**src/rtl/sha_pkg.sv**
```systemverilog
// Shared SHA-256 padding types and the helper that builds the padded second-pass block.
package sha_pkg;

    typedef struct packed {
        logic [31:0] a, b, c, d, e, f, g, h;
    } HashState;

    localparam logic [31:0] SHA_PAD_WORD = 32'h80000000;

    typedef enum logic {
        PAD_STANDARD      = 1'b0,
        PAD_REVERSED_WRAP = 1'b1
    } pad_layout_e;

    typedef logic [15:0][31:0] block_t;

    // words[0] is digest word a; d is the number of digest words used (1..8).
    function automatic block_t sha_pad_block(input logic [7:0][31:0] words,
                                             input int unsigned d,
                                             input pad_layout_e layout);
        block_t w;
        block_t p;
        logic [3:0] j;
        for (int unsigned i = 0; i < 16; i++) begin
            if (i < d)
                w[i] = words[i[2:0]];
            else if (i == d)
                w[i] = SHA_PAD_WORD;
            else if (i == 15)
                w[i] = d * 32;
            else
                w[i] = '0;
        end
        for (int unsigned i = 0; i < 16; i++) begin
            j = 4'(16 - i);
            p[i] = (layout == PAD_STANDARD) ? w[i] : w[j];
        end
        return p;
    endfunction

endpackage

```
**src/rtl/sha_pad_fifo.sv**
```systemverilog
// Generic valid/ready FIFO with synchronous flush and occupancy; DEPTH need not be a power of two.
module sha_pad_fifo #(
    parameter  int WIDTH = 32,
    parameter  int DEPTH = 2,
    localparam int OCC_W = $clog2(DEPTH + 1),
    localparam int PTR_W = (DEPTH > 1) ? $clog2(DEPTH) : 1
) (
    input  logic             clk,
    input  logic             rst,
    input  logic             flush,
    input  logic             in_valid,
    output logic             in_ready,
    input  logic [WIDTH-1:0] in_data,
    output logic             out_valid,
    input  logic             out_ready,
    output logic [WIDTH-1:0] out_data,
    output logic [OCC_W-1:0] occupancy
);

    logic [WIDTH-1:0] mem [DEPTH];
    logic [PTR_W-1:0] wr_ptr;
    logic [PTR_W-1:0] rd_ptr;
    logic             push;
    logic             pop;

    function automatic logic [PTR_W-1:0] next_ptr(input logic [PTR_W-1:0] p);
        return (p == PTR_W'(DEPTH - 1)) ? '0 : p + 1'b1;
    endfunction

    // Full blocks a push even when a pop happens in the same cycle.
    assign in_ready  = !flush && (occupancy < OCC_W'(DEPTH));
    assign out_valid = (occupancy != '0);
    assign push      = in_valid && in_ready;
    assign pop       = out_valid && out_ready && !flush;
    assign out_data  = mem[rd_ptr];

    always_ff @(posedge clk or posedge rst) begin
        if (rst) begin
            wr_ptr    <= '0;
            rd_ptr    <= '0;
            occupancy <= '0;
        end else if (flush) begin
            wr_ptr    <= '0;
            rd_ptr    <= '0;
            occupancy <= '0;
        end else begin
            if (push)
                wr_ptr <= next_ptr(wr_ptr);
            if (pop)
                rd_ptr <= next_ptr(rd_ptr);
            if (push && !pop)
                occupancy <= occupancy + 1'b1;
            else if (pop && !push)
                occupancy <= occupancy - 1'b1;
        end
    end

    // Storage is deliberately left unreset; occupancy guards every read.
    always_ff @(posedge clk) begin
        if (push)
            mem[wr_ptr] <= in_data;
    end

endmodule

```
**src/rtl/sha_param_hash_padder.sv**
```systemverilog
// Buffers first-pass digests with a tag and presents the padded second-pass message block.
module sha_param_hash_padder
    import sha_pkg::*;
#(
    parameter  int          DIGEST_WORDS = 8,
    parameter  pad_layout_e LAYOUT       = PAD_REVERSED_WRAP,
    parameter  int          DEPTH        = 2,
    parameter  int          TAG_W        = 32,
    localparam int          OCC_W        = $clog2(DEPTH + 1)
) (
    input  logic              clk,
    input  logic              rst,
    input  logic              flush,
    input  logic              in_valid,
    output logic              in_ready,
    input  HashState          in_state,
    input  logic [TAG_W-1:0]  in_tag,
    output logic              out_valid,
    input  logic              out_ready,
    output logic [15:0][31:0] padded,
    output logic [TAG_W-1:0]  out_tag,
    output logic [OCC_W-1:0]  occupancy,
    output logic [31:0]       blk_count
);

    localparam int WIDTH = 32 * DIGEST_WORDS + TAG_W;

    logic [7:0][31:0] in_words;
    logic [7:0][31:0] head_words;
    logic [WIDTH-1:0] push_data;
    logic [WIDTH-1:0] head_data;
    logic             head_valid;

    assign in_words  = {in_state.h, in_state.g, in_state.f, in_state.e,
                        in_state.d, in_state.c, in_state.b, in_state.a};
    // Only the used digest words are stored; the tag sits above them.
    assign push_data = {in_tag, in_words[DIGEST_WORDS-1:0]};

    sha_pad_fifo #(
        .WIDTH (WIDTH),
        .DEPTH (DEPTH)
    ) u_fifo (
        .clk       (clk),
        .rst       (rst),
        .flush     (flush),
        .in_valid  (in_valid),
        .in_ready  (in_ready),
        .in_data   (push_data),
        .out_valid (head_valid),
        .out_ready (out_ready),
        .out_data  (head_data),
        .occupancy (occupancy)
    );

    always_comb begin
        head_words = '0;
        for (int i = 0; i < DIGEST_WORDS; i++)
            head_words[i] = head_data[32*i +: 32];
    end

    assign out_valid = head_valid;
    assign padded    = head_valid ? sha_pad_block(head_words, DIGEST_WORDS, LAYOUT) : '0;
    assign out_tag   = head_valid ? head_data[WIDTH-1 -: TAG_W] : '0;

    // A pop coinciding with flush is discarded, so it is not counted.
    always_ff @(posedge clk or posedge rst) begin
        if (rst)
            blk_count <= '0;
        else if (head_valid && out_ready && !flush)
            blk_count <= blk_count + 32'd1;
    end

endmodule

```
**config.mk**
```make
export PLATFORM = sky130hd
export DESIGN_NAME = sha_param_hash_padder
export DESIGN_NICKNAME = d
export VERILOG_FILES = /design/src/rtl/sha_pkg.sv /design/src/rtl/sha_pad_fifo.sv /design/src/rtl/sha_param_hash_padder.sv
export SDC_FILE = /design/constraint.sdc
export NUM_CORES = 1
export LEC_CHECK = 0
export BUFFER_PORTS_ARGS = -buffer_cell sky130_fd_sc_hd__buf_4
export CORE_AREA = 2 2 336 338
export CTS_CLUSTER_DIAMETER = 40
export DETAILED_ROUTE_END_ITERATION = 8
export DIE_AREA = 0 0 338 340
export PLACE_DENSITY_LB_ADDON = 0.25
export SLEW_MARGIN = 20
export SYNTH_ARGS = -nofsm -noshare
export SYNTH_HDL_FRONTEND = slang
export SYNTH_HIERARCHICAL = 1
export SYNTH_SLANG_ARGS = --single-unit
```
**constraint.sdc**
```tcl
create_clock -name clk -period 55.8 [get_ports clk]
set_input_delay 5.58 -clock clk [delete_from_list [all_inputs] [get_ports clk]]
set_output_delay 5.58 -clock clk [all_outputs]
set_load 0.01 [all_outputs]
```
==> results of run 1 <==
-- logic make-up after synthesis --
logic type	after synthesis
DFF	612
and+or+nand+nor	359
buffers and inverters	330
muxes	290
xor gates and xnor gates	33
AOI/OAI and AO/OA	4
adders and majority gates	1
other	1
-- power by group through the flow --
stage | combinational [mW] | sequential (mW) | clock (mW)
final | 0.136 | 0.533 | 0.703
after global routing | 0.149 | 0.534 | 0.742
after CTS | 0.140 | 0.533 | 0.722
after detailed placement | 0.139 | 0.542 | 0
after global placement | 0.138 | 0.541 | 0
after floorplan | 0.0889 | 0.552 | 0
-- registers in the layout, summed over array words and instances (netlist names) --
name              cells
u_fifo/occupancy      2
u_fifo/wr_ptr         1
u_fifo/rd_ptr         1
blk_count            32
u_fifo/mem          576
-- through the flow --
| step | power (mW) | instance area, µm² |
|---|---|---|
| after floorplan | 0.641 | 28200 |
| after global placement | 0.679 | 32400 |
| after detailed placement | 0.681 | 32400 |
| after CTS | 1.39 | 36400 |
| after global routing | 1.43 | 36400 |
| final | 1.37 | 36400 |
-- final cells by class --
| type | count | share of cell area |
|---|---|---|
| flip-flops and latches | 612 | 0.500 |
| multi-input cells | 941 | 0.208 |
| well taps | 1500 | 0.0516 |
| repair buffers | 634 | 0.132 |
| clock buffers | 122 | 0.0769 |
| clock inverters | 82 | 0.0310 |
| inverters | 6 | 0.000619 |
| diodes | 3 | 0.000206 |
-- path summary, 6_finish.rpt --
| kind | from | end | slack, ns |
|---|---|---|---|
| worst min register to register | blk_count[30]$_DFFE_PP0P_ | blk_count[30]$_DFFE_PP0P_ | 0.50 |
| worst max-delay path | flush | in_ready | 44.24 |
| worst max register to register | u_fifo/occupancy[1]$_DFFE_PP0P_ | u_fifo/mem[1][104]$_DFFE_PP_ | 51.99 |
| worst min-delay path | blk_count[30]$_DFFE_PP0P_ | blk_count[30]$_DFFE_PP0P_ | 0.50 |
| max in group asynchronous | rst | blk_count[31]$_DFFE_PP0P_ | 50.48 |
| min in group asynchronous | rst | u_fifo/wr_ptr$_DFFE_PP0P_ | 4.79 |
-- synthesized netlist by cell type, types with 2 or more instances --
library cell,count,area [µm²]
o21ai_0,2,10.0
nand4_1,9,56.3
nor3_1,7,35.0
nand2_1,7,26.3
nor3_2,5,50.1
nor2b_1,2,12.5
and2_1,288,1800
xnor2_1,8,70.1
inv_1,6,22.5
buf_4,256,1920
dfrtp_1,36,901
mux2_2,90,1010
nor4_1,4,25.0
and3_1,3,18.8
nor3b_1,2,15.0
buf_2,9,45.0
xor2_1,25,219
nor2_1,11,41.3
and4_1,5,43.8
nand3_1,10,50.1
edfxtp_1,576,17300
clkbuf_1,32,120
buf_6,27,304
mux2_4,200,3000
-- routing by layer --
metal / routed length (µm) / vias to the layer above / global-route usage
li1: - / 6740 / -
met3: 7870 / 107 / 0.0630
met4: 1720 / 4 / 0.0381
met2: 36500 / 632 / 0.209
met5: 27 / - / 0
met1: 24400 / 7275 / 0.120
-- layout by cell type (no fill, tap or decap), drive strengths merged, types with 4 or more instances in the layout --
cell type	Yosys	layout
nand3	10	10
xnor2	8	8
clkinv	0	42
mux2	290	290
nor3	12	12
and2	288	288
xor2	25	25
clkinvlp	0	6
clkbuf	32	122
nand2	7	7
nor2	11	11
buf	292	634
edfxtp	576	576
conb	1	254
bufinv	0	22
inv	6	18
nor4	4	4
and4	5	5
dfrtp	36	36
nand4	9	9
==> run_results.csv, run 1 <==
group,metric,value,unit
logic_synthesis,ys_seq_elements,612,
logic_synthesis,avgSynthCellArea,16.7,µm²
critical_path,path_cells,"buf_4, nor2_1, buf_4",
logic_synthesis,synth-compound-area-share,0.000874,
critical_path,cp_data_required_time,50.22,ns
logic_synthesis,synth_edf_count,576,
cts,cts.sinks,612,
logic_synthesis,ys.flop_type,"edfxtp_1",
cts,cts_tree,"done",
sta,fin_ws,44.24,ns
sta,finalCritPeriodShare,0.207,
critical_path,critPathKind,"in -> out",
cts,clkLatencyLatePin,0.72,ns
worst_hold_path,holdPathStages,1,
cells_and_area,syn_to_final_growth,33.7,%
floorplan,rows,123,
critical_path,crit_top_cell,"buf_4",
cts,cts_root_buf,"clkbuf_16",
cells_and_area,utilization,0.326,
power_and_ir_drop,p_sw_frac,0.229,
detailed_routing,vias,14758,
cells_and_area,multiInputGateArea,0.00755,mm²
power_and_ir_drop,switchingPower,314,µW
power_and_ir_drop,power_frac_comb,0.099,
detailed_routing,drtPass1Iterations,4,
critical_path,worstPathArrival,5.98,ns
cts,ctsHoldBuffers,0,
logic_synthesis,synth_area,0.0272,mm²
place,post-place-ws,44.22,ns
sta,rsz0062_at_grt,"false",
sta,hold_violations,0,
grt,gr-total-overflow,0,
cells_and_area,nNetsFinal,2598,
cells_and_area,fillers,10972,
grt,grt_usage,0.119,
detailed_routing,drc,0,
critical_path,max_stage_delay,0.15,ns
cts,cts_buffers,109,
power_and_ir_drop,intPower,1.06,mW
cts,post_cts_resized,0,
status,status,"complete, no violations",
sta,max_freq,86.5,MHz
critical_path,path_delay_family,"buffers and inverters",
place,portBuffers,618,
power_and_ir_drop,power_density,37.7,mW/mm²
sta,setup_viol,0,
cells_and_area,fin_cells,3900,
place,gp_congestion,0.748,
sta,fin_crit,11.56,ns
sta,max-slew-margin-rel,0.199,
grt,antenna_found_initial,6,
sta,fin_skew,0.0426,ns
detailed_routing,viasPerCell,3.78,
critical_path,cp_num_cells,3,
floorplan,die_area,0.115,mm²
critical_path,r2r_cells,5,
cts,cts_max_level,3,
detailed_routing,drt_iter0_markers,616,
power_and_ir_drop,ir_worst_vdd,0.0000257,V
logic_synthesis,synth_top_family_by_area,"multiplexers",
logic_synthesis,synthAdderAreaFrac,0.000460,
floorplan,start_util,0.244,
grt,grt_pass1_wl,101000,µm
cts,postCtsSetupRepairBufs,0,
power_and_ir_drop,power_frac_seq,0.388,
logic_synthesis,synth-xor-area-share,0.0106,
critical_path,slowest_stage,"buf_4",
floorplan,boundaryPins,873,
sta,tns,0,ns
cts,clkTransAtPathRegs,0.05,ns
detailed_routing,wl,70500,µm
logic_synthesis,synth_cell_type_count,34,
logic_synthesis,yosysWarnings,6,
worst_hold_path,hp-class,"reg -> reg",
critical_path,endpoint_kind,"primary output",
cells_and_area,seqCellArea,0.0182,mm²
power_and_ir_drop,cellLeakagePower,14.7,nW
logic_synthesis,yosys.area_share.simple,0.0825,
grt,grt_max_degree,124,
critical_path,worst-path-buf-inv,2,
logic_synthesis,async_flop_share,0.0588,
cells_and_area,drive_gt1_frac,0.466,
logic_synthesis,syn_inst,1630,
critical_path,path_max_fanout,9,
place,dp_cells,3693,
place,dp_hpwl,48700,µm
floorplan,core_area,0.112,mm²
logic_synthesis,ys_seq_area_frac,0.669,
power_and_ir_drop,clockPowerShare,0.512,
logic_synthesis,synth_mux_area_frac,0.148,
sta,drv_slew,0,
floorplan,die_h,340,µm
sta,tightest_slew,1.20,ns
sta,hold_slack,0.496,ns
detailed_routing,wire_per_inst,18.1,µm
critical_path,worstSetupStartpointType,"primary input",
grt,grt_pass1_vias,15424,
floorplan,dieWidth,338,µm
run,cap_violations,0,
cts,max-clock-path-buffers,3,
detailed_routing,antenna_left,0,
Power figures use the tool's default switching activity.
==> inputs of run 2 (changes only) <==
==> constraint.sdc (replaced) <==
create_clock -name clk -period 10.9 [get_ports clk]
set_input_delay 1.09 -clock clk [delete_from_list [all_inputs] [get_ports clk]]
set_output_delay 1.09 -clock clk [all_outputs]
set_load 0.01 [all_outputs]
==> run 2 against run 1 <==
Compared with the run above: core utilization is 0.28 points lower; critical path depth is 2 higher; sequential power grew to 5.1 times the previous value; worst hold slack worse by 0.16 ns; routed wire length is 2.1% higher; register-to-register slack worse by 44 ns; non-clock buffer count is 1 higher; design area is 0.85% lower; global-route usage is 0.22 points higher; worst setup slack worse by 38 ns; largest cell class unchanged.
==> run_results.csv, run 2 (synthesis results as in run 1) <==
group,metric,value,unit
detailed_routing,drc,0,
critical_path,crit_top_cell,"buf_4",
sta,max-slew-margin-rel,0.220,
sta,hold_violations,0,
power_and_ir_drop,power_density,185,mW/mm²
place,portBuffers,618,
cells_and_area,drive_gt1_frac,0.466,
critical_path,path_delay_family,"buffers and inverters",
run,cap_violations,0,
critical_path,worstSetupStartpointType,"flip-flop",
cts,cts_buffers,103,
floorplan,start_util,0.244,
critical_path,endpoint_kind,"primary output",
cts,clkLatencyLatePin,0.70,ns
cts,cts_tree,"done",
place,place_area,0.0325,mm²
floorplan,die_h,340,µm
critical_path,max_stage_delay,0.91,ns
grt,gr-total-overflow,0,
critical_path,cp_data_required_time,9.81,ns
sta,tightest_slew,1.17,ns
critical_path,worstPathArrival,3.84,ns
detailed_routing,viasPerCell,3.81,
critical_path,critPathKind,"reg -> out",
place,dp_hpwl,49900,µm
cells_and_area,postLayoutCellArea,0.0361,mm²
status,status,"complete, no violations",
floorplan,boundaryPins,873,
cells_and_area,syn_to_final_growth,32.6,%
cts,cts_root_buf,"clkbuf_16",
place,post-place-ws,6.58,ns
grt,grt_use_met2,0.216,
detailed_routing,wire_per_inst,18.5,µm
cells_and_area,seqCellArea,0.0182,mm²
sta,max_freq,203,MHz
floorplan,dieWidth,338,µm
cells_and_area,reg.largest.list,"u_fifo/mem x576, blk_count x32, u_fifo/occupancy x2",
cts,cts.sinks,612,
sta,setup_viol,0,
cells_and_area,multiInputGateArea,0.00756,mm²
cts,cts_max_level,3,
cells_and_area,fillers,11038,
cells_and_area,layout_common_cells,"630 x buf_4, 576 x edfxtp_1, 288 x and2_1, 254 x conb_1, 200 x mux2_4",
detailed_routing,wl,72000,µm
critical_path,worst-path-buf-inv,3,
detailed_routing,drt_iter0_markers,576,
sta,fin_ws,5.97,ns
cells_and_area,final_common_cell,"buf_4",
grt,use_met1,0.118,
cts,max-clock-path-buffers,3,
cts,clkTransAtPathRegs,0.05,ns
power_and_ir_drop,cellLeakagePower,14.5,nW
cts,ctsHoldBuffers,0,
cts,post_cts_resized,0,
detailed_routing,drtPass1Iterations,5,
floorplan,core_area,0.112,mm²
worst_hold_path,hp-class,"in -> async",
cells_and_area,nNetsFinal,2593,
floorplan,rows,123,
floorplan,die_area,0.115,mm²
sta,rsz0062_at_grt,"false",
critical_path,slowest_stage,"dfrtp_4",
power_and_ir_drop,ir_worst_vdd,0.000130,V
cts,postCtsSetupRepairBufs,0,
sta,hold_slack,0.341,ns
grt,met3_usage,0.0601,
grt,grt_pass1_vias,15702,
sta,fin_skew,0.0594,ns
cells_and_area,regMostFlops,"u_fifo/mem",
critical_path,path_cells,"buf_4, buf_4, mux2_4, and2_1, buf_4",
sta,finalCritPeriodShare,0.452,
grt,grt_pass1_wl,103000,µm
place,gp_congestion,0.767,
cells_and_area,fin_cells,3892,
critical_path,path_max_fanout,51,
sta,fin_crit,4.93,ns
detailed_routing,vias,14826,
detailed_routing,antenna_left,0,
sta,drv_slew,0,
grt,grt_usage,0.121,
cells_and_area,largest_reg_flops,576,
grt,antenna_found_initial,8,
grt,grt_max_degree,145,
grt,grt_busiest_layer,"met2",
place,dp_cells,3693,
==> run 2: area by class of cell <==
type,instances,share of cell area
clock inverter,81,0.0253
inverter,6,0.000624
clock buffer,114,0.0737
sequential,612,0.505
timing repair buffer,635,0.134
multi-input combinational,941,0.210
tap,1500,0.0520
antenna,3,0.000208
==> run 2: metrics by stage <==
step           utilization  total power, mW   TNS, ns
4_1_cts              0.323             6.81         0
3_5_place_dp         0.291             3.49         0
6_report             0.323             6.69         0
2_1_floorplan            -             3.25  -1228.73
3_3_place_gp         0.291             3.48         0
5_1_grt              0.323             6.96         0
==> run 2: final timing paths <==
kind	cells after the start	from	end	slack, ns
worst max-delay path	5	u_fifo/rd_ptr$_DFFE_PP0P_	padded[392]	5.97
worst min-delay path	2	rst	u_fifo/occupancy[0]$_DFFE_PP0P_	0.34
worst max register to register	4	u_fifo/occupancy[1]$_DFFE_PP0P_	u_fifo/mem[0][110]$_DFFE_PP_	7.92
worst min register to register	1	blk_count[16]$_DFFE_PP0P_	blk_count[16]$_DFFE_PP0P_	0.49
max in group asynchronous	3	rst	blk_count[21]$_DFFE_PP0P_	10.02
min in group clk	1	blk_count[16]$_DFFE_PP0P_	blk_count[16]$_DFFE_PP0P_	0.49
==> run 2: routing by layer <==
metal,wire [µm],vias up
li1,-,6723
met1,24400,7337
met2,37200,637
met3,8080,119
met4,2200,10
met5,64,-
==> run 2: where the power goes <==
part | total, mW | internal (mW) | switching, mW
Clock | 3.26 | 2.05 | 1.21
Combinational | 0.700 | 0.351 | 0.350
Sequential | 2.73 | 2.69 | 0.0423
Total | 6.69 | 5.09 | 1.60
==> run 2: worst register-to-register path, stage by stage, from the launching register on <==
cell and delay (ns):
dfrtp_1 0.44, nand2b_1 0.30, nor3_4 0.19, buf_4 0.59, buf_4 0.98
==> inputs of run 3 (changes only) <==
--- a/config.mk
+++ b/config.mk
@@ -6,10 +6,10 @@
 export NUM_CORES = 1
 export LEC_CHECK = 0
 export BUFFER_PORTS_ARGS = -buffer_cell sky130_fd_sc_hd__buf_4
-export CORE_AREA = 2 2 336 338
+export CORE_AREA = 2 2 340 342
 export CTS_CLUSTER_DIAMETER = 40
 export DETAILED_ROUTE_END_ITERATION = 8
-export DIE_AREA = 0 0 338 340
+export DIE_AREA = 0 0 342 344
 export PLACE_DENSITY_LB_ADDON = 0.25
 export SLEW_MARGIN = 20
 export SYNTH_ARGS = -nofsm -noshare
==> constraint.sdc (replaced) <==
create_clock -name clk -period 4.1 [get_ports clk]
set_input_delay 0.41 -clock clk [delete_from_list [all_inputs] [get_ports clk]]
set_output_delay 0.41 -clock clk [all_outputs]
set_load 0.01 [all_outputs]
==> run 3 against run 2 <==
Compared with the run above: cell count grew 8.2%; sequential share of layout area is 4.2 points lower; via count is 6.9% higher; first-iteration DRC count shrank 0.17%; sequential power increased to 2.7 times the previous value; die area increased by 2.4%.
==> run_results.csv, run 3 (synthesis results as in run 1) <==
group,metric,value,unit
status,status,"complete, no violations",
cells_and_area,drive_gt1_frac,0.420,
sta,rsz0062_at_grt,"false",
sta,max_freq,326,MHz
grt,grt_pass1_wl,104000,µm
critical_path,slowest_stage,"dfrtp_4",
run,cap_violations,0,
critical_path,path_cells,"buf_12, mux2_2, and2_1, buf_4",
place,dp_hpwl,49400,µm
cts,cts.sinks,612,
floorplan,core_area,0.114,mm²
power_and_ir_drop,ir_worst_vdd,0.000346,V
cells_and_area,regMostFlops,"u_fifo/mem",
sta,setup_viol,0,
cells_and_area,syn_to_final_growth,44.8,%
sta,tightest_slew,0.960,ns
cells_and_area,largest_reg_flops,576,
floorplan,dieWidth,342,µm
cells_and_area,reg.largest.list,"u_fifo/mem x576, blk_count x32, u_fifo/occupancy x2",
critical_path,path_max_fanout,64,
place,gp_congestion,0.764,
grt,grt_pass1_vias,16918,
cells_and_area,final_common_cell,"buf_4",
floorplan,start_util,0.239,
critical_path,cp_data_required_time,3.69,ns
cts,cts_root_buf,"clkbuf_16",
detailed_routing,viasPerCell,3.76,
floorplan,boundaryPins,873,
grt,grt_max_degree,183,
detailed_routing,drt_iter0_markers,575,
detailed_routing,wl,72300,µm
critical_path,endpoint_kind,"primary output",
sta,fin_skew,0.0403,ns
grt,antenna_found_initial,12,
power_and_ir_drop,cellLeakagePower,15.8,nW
floorplan,die_h,344,µm
cells_and_area,layout_common_cells,"630 x buf_4, 576 x edfxtp_1, 292 x dlygate4sd3_1, 288 x and2_1, 254 x conb_1",
critical_path,r2r-end,"blk_count[21]$_DFFE_PP0P_",
critical_path,path_delay_family,"flip-flops",
detailed_routing,drc,0,
cts,post_cts_resized,0,
sta,max-slew-margin-rel,0.360,
detailed_routing,antenna_left,0,
place,place_area,0.0326,mm²
place,portBuffers,618,
cts,cts_buffers,107,
critical_path,worstPathArrival,2.66,ns
critical_path,cp_num_cells,4,
floorplan,rows,124,
cts,clkTransAtPathRegs,0.05,ns
sta,finalCritPeriodShare,0.748,
grt,grt_usage,0.117,
critical_path,max_stage_delay,0.73,ns
detailed_routing,wire_per_inst,17.2,µm
critical_path,r2r_cells,5,
sta,fin_crit,3.07,ns
critical_path,worstSetupStartpointType,"flip-flop",
detailed_routing,vias,15852,
detailed_routing,drtPass1Iterations,4,
cts,clkLatencyLatePin,0.68,ns
power_and_ir_drop,power_density,471,mW/mm²
worst_hold_path,hp-class,"in -> async",
critical_path,ff2ff_setup_slack,1.78,ns
critical_path,crit_end,"padded[484]",
critical_path,cp-startpoint,"u_fifo/rd_ptr$_DFFE_PP0P_",
cells_and_area,nNetsFinal,2895,
cts,cts_max_level,3,
cts,max-clock-path-buffers,3,
critical_path,timing.rr.start,"u_fifo/occupancy[1]$_DFFE_PP0P_",
critical_path,worst-path-buf-inv,2,
sta,hold_violations,0,
grt,gr-total-overflow,0,
cts,cts_tree,"done",
cells_and_area,postLayoutCellArea,0.0394,mm²
critical_path,critPathKind,"reg -> out",
sta,drv_slew,0,
cells_and_area,utilization,0.346,
power_and_ir_drop,total_power,18.5,mW
floorplan,die_area,0.118,mm²
## run 3: cell types whose count changed in the layout (fill, tap and decap cells not counted), moves of 4 or more
| cell | previous run | this run |
|---|---|---|
| dlygate4sd3_1 | 0 | 292 |
| clkinv_4 | 8 | 12 |
| clkinv_2 | 16 | 12 |
| clkinvlp_4 | 15 | 19 |
| clkbuf_16 | 103 | 110 |
| buf_12 | 3 | 11 |
## run 3: worst min-delay path, cell delays in order
cell and delay (ns):
dlygate4sd3_1 0.55, buf_4 0.14, inv_1 0.14
## run 3: final cells by class
type                       count  area (µm²)
antenna                        3        7.51
clock buffer                 120        2820
clock inverter                84         988
fill                       11084       74500
inverter                       6        22.5
multi-input combinational    941        7570
sequential                   612       18200
tap                         1512        1890
timing repair buffer         933        7870
## run 3: worst min path at each step
stage                                                  to
after detailed placement        u_fifo/rd_ptr$_DFFE_PP0P_
after global routing      u_fifo/occupancy[0]$_DFFE_PP0P_
final                           u_fifo/rd_ptr$_DFFE_PP0P_
after global placement          u_fifo/rd_ptr$_DFFE_PP0P_
after CTS                       u_fifo/rd_ptr$_DFFE_PP0P_
after floorplan           u_fifo/occupancy[0]$_DFFE_PP0P_
## run 3: repair_timing
item                      in CTS  in global routing
buffers inserted               0                  0
hold endpoints to repair     617                  0
hold buffers                 292                  0
## run 3: power breakdown
group | total (mW) | switching, mW | internal [mW]
Combinational | 2.12 | 0.999 | 1.12
Clock | 9.17 | 3.31 | 5.85
Sequential | 7.24 | 0.100 | 7.14
## run 3: routing by layer
layer | up-vias | track usage | part of all wire
li1 | 7349 | - | -
met1 | 7722 | 0.123 | 0.36
met2 | 638 | 0.210 | 0.52
met3 | 131 | 0.0460 | 0.087
met4 | 12 | 0.0484 | 0.030
met5 | - | 0 | 0.0012
## run 3: metrics by stage
stage | setup TNS [ns] | hold WS (ns) | setup WS (ns) | instances
final | 0 | 0.247 | 1.03 | 4211
after global routing | 0 | 0.241 | 0.886 | 4210
after CTS | 0 | 0.185 | 0.910 | 4208
after detailed placement | 0 | 0.329 | 1.64 | 3712
after global placement | 0 | 0.322 | 1.68 | 3712
after floorplan | -2308.47 | 0.176 | -4.24 | 1883
